[src/rtl/imem_loader_pkg.sv]
// Shared definitions for the instruction-memory loader: FSM state encoding,
// word geometry and the default memory capacity.
package imem_loader_pkg;

    typedef enum logic [1:0] {
        ST_IDLE   = 2'd0,
        ST_ACCEPT = 2'd1,
        ST_WRITE  = 2'd2,
        ST_DONE   = 2'd3
    } state_e;

    localparam int BYTES_PER_WORD    = 4;
    localparam int MEM_BYTES_DEFAULT = 132;

    // Little-endian byte lane selection: lane 0 is bits [7:0].
    function automatic logic [7:0] word_byte(input logic [31:0] word, input logic [1:0] idx);
        word_byte = word[{idx, 3'b000} +: 8];
    endfunction

endpackage

[src/rtl/imem_loader.sv]
// Streams 32-bit program words into a byte-wide instruction memory, one byte
// per cycle, while holding the core in reset until the program is complete.
module imem_loader
    import imem_loader_pkg::*;
#(
    parameter int MEM_BYTES = MEM_BYTES_DEFAULT,
    parameter int ADDR_W    = 64
) (
    input  logic              clk,
    input  logic              reset_n,
    input  logic              start,
    input  logic              word_valid,
    input  logic [31:0]       word_data,
    input  logic              word_last,
    output logic              word_ready,
    output logic              mem_we,
    output logic [ADDR_W-1:0] mem_addr,
    output logic [7:0]        mem_wdata,
    output logic              busy,
    output logic              done,
    output logic              overflow,
    output logic              cpu_hold,
    output logic [15:0]       word_count
);

    localparam logic [ADDR_W:0] MEM_LIMIT = (ADDR_W + 1)'(MEM_BYTES);
    localparam logic [ADDR_W:0] WORD_STEP = (ADDR_W + 1)'(BYTES_PER_WORD);

    state_e            state_q, state_d;
    logic [ADDR_W-1:0] base_q, base_d;
    logic [1:0]        idx_q, idx_d;
    logic [31:0]       word_q, word_d;
    logic              last_q, last_d;
    logic [15:0]       count_q, count_d;
    logic              ovf_q, ovf_d;
    logic              we_q, we_d;
    logic [ADDR_W-1:0] addr_q, addr_d;
    logic [7:0]        wdata_q, wdata_d;
    logic              ready_q, ready_d;
    logic              busy_q, busy_d;
    logic              done_q, done_d;
    logic              hold_q, hold_d;

    logic [ADDR_W:0]   base_plus4_s;
    logic              full_s;
    logic [ADDR_W-1:0] base_next_s;

    // Address arithmetic is one bit wider than the port so the base can never wrap.
    always_comb begin
        base_plus4_s = {1'b0, base_q} + WORD_STEP;
        full_s       = (base_plus4_s > MEM_LIMIT);
        if (full_s) begin
            base_next_s = MEM_LIMIT[ADDR_W-1:0];
        end else begin
            base_next_s = base_plus4_s[ADDR_W-1:0];
        end
    end

    // Next-state, datapath and output decode for the load sequence.
    always_comb begin
        state_d = state_q;
        base_d  = base_q;
        idx_d   = idx_q;
        word_d  = word_q;
        last_d  = last_q;
        count_d = count_q;
        ovf_d   = ovf_q;
        we_d    = 1'b0;
        addr_d  = addr_q;
        wdata_d = wdata_q;

        case (state_q)
            ST_IDLE, ST_DONE: begin
                if (start) begin
                    state_d = ST_ACCEPT;
                    base_d  = '0;
                    count_d = 16'd0;
                    ovf_d   = 1'b0;
                    idx_d   = 2'd0;
                end else begin
                    state_d = state_q;
                end
            end
            ST_ACCEPT: begin
                if (word_valid) begin
                    if (full_s) begin
                        // Word is consumed so the source is not stalled, but nothing is written.
                        ovf_d   = 1'b1;
                        state_d = ST_DONE;
                    end else begin
                        word_d  = word_data;
                        last_d  = word_last;
                        idx_d   = 2'd0;
                        we_d    = 1'b1;
                        addr_d  = base_q;
                        wdata_d = word_byte(word_data, 2'd0);
                        state_d = ST_WRITE;
                    end
                end else begin
                    state_d = ST_ACCEPT;
                end
            end
            ST_WRITE: begin
                if (idx_q == 2'd3) begin
                    base_d  = base_next_s;
                    count_d = count_q + 16'd1;
                    idx_d   = 2'd0;
                    if (last_q) begin
                        state_d = ST_DONE;
                    end else begin
                        state_d = ST_ACCEPT;
                    end
                end else begin
                    idx_d   = idx_q + 2'd1;
                    we_d    = 1'b1;
                    addr_d  = base_q + ADDR_W'(idx_q + 2'd1);
                    wdata_d = word_byte(word_q, idx_q + 2'd1);
                end
            end
            default: begin
                state_d = ST_IDLE;
            end
        endcase

        ready_d = (state_d == ST_ACCEPT);
        busy_d  = (state_d == ST_ACCEPT) || (state_d == ST_WRITE);
        done_d  = (state_d == ST_DONE);
        hold_d  = (state_d != ST_DONE);
    end

    // State and output registers; reset also drops any partially written word.
    always_ff @(posedge clk or negedge reset_n) begin
        if (!reset_n) begin
            state_q <= ST_IDLE;
            base_q  <= '0;
            idx_q   <= 2'd0;
            word_q  <= 32'd0;
            last_q  <= 1'b0;
            count_q <= 16'd0;
            ovf_q   <= 1'b0;
            we_q    <= 1'b0;
            addr_q  <= '0;
            wdata_q <= 8'd0;
            ready_q <= 1'b0;
            busy_q  <= 1'b0;
            done_q  <= 1'b0;
            hold_q  <= 1'b1;
        end else begin
            state_q <= state_d;
            base_q  <= base_d;
            idx_q   <= idx_d;
            word_q  <= word_d;
            last_q  <= last_d;
            count_q <= count_d;
            ovf_q   <= ovf_d;
            we_q    <= we_d;
            addr_q  <= addr_d;
            wdata_q <= wdata_d;
            ready_q <= ready_d;
            busy_q  <= busy_d;
            done_q  <= done_d;
            hold_q  <= hold_d;
        end
    end

    assign word_ready = ready_q;
    assign mem_we     = we_q;
    assign mem_addr   = addr_q;
    assign mem_wdata  = wdata_q;
    assign busy       = busy_q;
    assign done       = done_q;
    assign overflow   = ovf_q;
    assign cpu_hold   = hold_q;
    assign word_count = count_q;

endmodule

[config.mk]
export PLATFORM = sky130hd
export DESIGN_NAME = imem_loader
export DESIGN_NICKNAME = d
export VERILOG_FILES = /design/src/rtl/imem_loader_pkg.sv /design/src/rtl/imem_loader.sv
export SDC_FILE = /design/constraint.sdc
export NUM_CORES = 1
export LEC_CHECK = 0
export BUFFER_PORTS_ARGS = -buffer_cell sky130_fd_sc_hd__buf_2
export CAP_MARGIN = 10
export CORE_UTILIZATION = 37
export DETAILED_ROUTE_END_ITERATION = 7
export HOLD_SLACK_MARGIN = 0.02
export PLACE_DENSITY = 0.52
export SKIP_LAST_GASP = 1
export SLEW_MARGIN = 15
export SYNTH_ARGS = -nofsm -noshare
export SYNTH_HDL_FRONTEND = slang
export SYNTH_SLANG_ARGS = --single-unit
[constraint.sdc]
create_clock -name clk -period 5 [get_ports clk]
set_clock_uncertainty 0.05 [all_clocks]
set_input_delay 1 -clock clk [delete_from_list [all_inputs] [get_ports clk]]
set_output_delay 1 -clock clk [all_outputs]
set_load 0.05 [all_outputs]
==> out/metrics.cfg <==
[status]
run_status = finished clean

[clock_network]
cts-buffers-inserted = 17
clock_insertion_delay_worst_skew_ps = 440
cts.clk_slew.worst_paths_ps = 80
cts_setup_buffers = 0
clock-root-buffer = sky130_fd_sc_hd__clkbuf_16
clock_tree.buffer_depth = 2
ctsHoldBuffers = 0
number_of_levels_in_the_clock_h_tree = 4
tritoncts_num_sinks = 193
tritoncts_clock_tree = done
postCtsResizedCells = 0

[final_layout]
drive_above_1_share_pct = 27.9
diodes = 0
layout_commonest_cell = sky130_fd_sc_hd__dfrtp_1
commonest_cells_after_routing_fill_and_taps_aside = sky130_fd_sc_hd__dfrtp_1 (192), sky130_fd_sc_hd__buf_2 (129), sky130_fd_sc_hd__nand2_1 (79), sky130_fd_sc_hd__nor2_1 (69), sky130_fd_sc_hd__mux2_4 (67)
area_growth_pct = 15.2
num-nets-final = 1207
finalCoreUtilization_pct = 43.8

[synthesis]
synth_nets = 1100
ys_types = 68
ys.warnings.count = 0
yosys_register_bits = 193
ys_dominant_reg_cell = sky130_fd_sc_hd__dfrtp_1
synth_area_mm2 = 0.0111
synthesis.area_per_instance_um2 = 10.5
yosysSeqAreaShare_pct = 43.7
ys_async_sr_fraction_pct = 100
syn-instance-count = 1051
synth_enable_flop_cells = 0

[detailed_routing]
drtAntennaViolNets = 0
wl_per_cell_um = 19.9
detailroute.via_count = 8334
drt_first_pass_iters = 5
drt-initial-drc-count = 571
drt-total-wl_mm = 31.0
post-route-drc-count = 0
avgViaCountPerCell = 5.36

[setup_path]
kind_of_launch_point_of_the_worst_setup_path = register
critPathKind = register to register
worstPathRequired_ps = 5280
critical_path_arrival_ps = 4560
worst_setup_end_kind = register
critPathMaxFanout = 17

[sta]
worst-slew-pin-transition_ps = 949
hold_viol = 0
grt_setup_unrepaired = no
post-route-min-period_ps = 4280
setup_viol = 0
timing_max_transition_violations_final = 0
period_share_pct = 85.6
finalSetupTns_ps = 0
rel_slew_slack_pct = 36.5
fmax_ghz = 0.234

[floorplan]
core_mm2 = 0.0291
starting_density_pct = 38.0
pin_count = 131
dieArea_mm2 = 0.0306
fp-row-count = 62
die_h_um = 175
dieWidth_um = 175

[global_route]
antenna_found_initial = 0
via_count_of_the_first_global_routing_pass = 8399
global_route_usage_sum_pct = 20.9
grt_max_degree = 109
grt-ovfl-total = 0
global_route_wire_length_before_repair_mm = 49.5

[pwr]
power.static_leakage_uw = 0.00585
power.density_mw_per_mm2 = 377
peakVddDrop_mv = 0.322

[flow_run]
timing.max_cap.violations = 0

[worst_hold_path]
worst_hold_path_type = register to register

[placement]
io_buffers = 130
routabilityCongestion = 0.934
detailed_place_hpwl_mm = 22.7

through the flow:
stage	instance area (um2)	hold slack (ps)	power (uW)	std cells	setup slack (ps)
final	12700	437	4810	1555	718
after global routing	12700	463	5060	1555	376
after CTS	12700	443	4890	1555	704
after detailed placement	12100	424	3450	1523	732
after global placement	12100	414	3430	1523	785
after floorplan	11100	402	3040	1051	890
layer usage:
layer | up-vias | part of all wire [%] | GRT usage (%)
met5 | - | 0 | 0
met4 | 0 | 2.3 | 7.25
met3 | 55 | 5.6 | 3.57
met2 | 293 | 47 | 33.1
met1 | 4034 | 45 | 28.9
li1 | 3952 | - | -
logic make-up after synthesis:
kind of cell | after synthesis | synth area share (%)
and+or+nand+nor | 446 | 22.2
DFF | 193 | 43.7
muxes | 124 | 15.7
buffers and inverters | 103 | 4.54
xor gates and xnor gates | 93 | 7.36
AOI/OAI and AO/OA | 80 | 5.20
adders and majority gates | 12 | 1.36
sequential cells by signal (all words and copies together) (netlist names):
name        count
done            1
word_ready      1
base_q         62
last_q          1
overflow        1
word_q         32
mem_wdata       8
idx_q           2
busy            1
mem_addr       64
cpu_hold        1
word_count     16
state_q         2
mem_we          1
synth_stat cells (5+ instances only):
master	instances	area, um2
sky130_fd_sc_hd__dfrtp_1	192	4800
sky130_fd_sc_hd__nand2_1	79	297
sky130_fd_sc_hd__nor2_1	69	259
sky130_fd_sc_hd__mux2_4	67	1010
sky130_fd_sc_hd__nand4_1	56	350
sky130_fd_sc_hd__and2_1	55	344
sky130_fd_sc_hd__xor2_1	49	429
sky130_fd_sc_hd__xnor2_1	44	385
sky130_fd_sc_hd__clkbuf_1	43	161
sky130_fd_sc_hd__nand3_1	41	205
sky130_fd_sc_hd__nor3_1	36	180
sky130_fd_sc_hd__mux2_2	24	270
sky130_fd_sc_hd__o21ai_0	24	120
sky130_fd_sc_hd__buf_2	22	110
sky130_fd_sc_hd__mux2_1	21	236
sky130_fd_sc_hd__nor4_1	21	131
sky130_fd_sc_hd__and3_1	20	125
sky130_fd_sc_hd__inv_1	20	75.1
sky130_fd_sc_hd__ha_1	12	150
sky130_fd_sc_hd__a21oi_1	11	55.1
sky130_fd_sc_hd__and4_1	11	96.3
sky130_fd_sc_hd__buf_6	10	113
sky130_fd_sc_hd__or3_1	10	62.6
sky130_fd_sc_hd__mux4_2	8	180
sky130_fd_sc_hd__or4_1	8	60.1
sky130_fd_sc_hd__or2_2	7	43.8
sky130_fd_sc_hd__nor2b_1	6	37.5
sky130_fd_sc_hd__nand2b_1	5	31.3
sky130_fd_sc_hd__o2111ai_1	5	43.8
sky130_fd_sc_hd__o22ai_1	5	31.3
worst max-delay path: stages (launching register included):
cell,delay (ps)
sky130_fd_sc_hd__dfrtp_1,470
sky130_fd_sc_hd__ha_1,320
sky130_fd_sc_hd__nand3_1,280
sky130_fd_sc_hd__nor4_4,480
sky130_fd_sc_hd__nand3_1,340
sky130_fd_sc_hd__nor4_1,390
sky130_fd_sc_hd__nor3_1,100
sky130_fd_sc_hd__nor4b_1,420
sky130_fd_sc_hd__nand4_1,220
sky130_fd_sc_hd__buf_4,220
sky130_fd_sc_hd__o22ai_4,110
sky130_fd_sc_hd__buf_4,230
sky130_fd_sc_hd__buf_12,200
sky130_fd_sc_hd__mux2_4,310
power breakdown:
part,switching (uW),internal [uW]
Clock,733,685
Combinational,884,644
Sequential,98.9,1760
worst paths after layout:
path                             from            to  slack (ps)  cells after the start
max                         base_q[3]  mem_addr[13]         720                     13
min                        word_q[20]    word_q[20]         440                      1
max reg2reg                 base_q[3]  mem_addr[13]         720                     13
min reg2reg                word_q[20]    word_q[20]         440                      1
max in group asynchronous     reset_n    base_q[61]        3300                      2
min in group asynchronous     reset_n  mem_addr[25]         550                      1
cell type report:
class                   instances  area [um2]
flip-flops and latches        193        4830
fillers                      2869       16300
well taps                     384         480
inverters                      21        78.8
clock inverters                15         185
clock buffers                  17         425
repair buffers                170        1010
multi-input cells             755        5730
No activity file was read; power rests on OpenSTA's default activity.
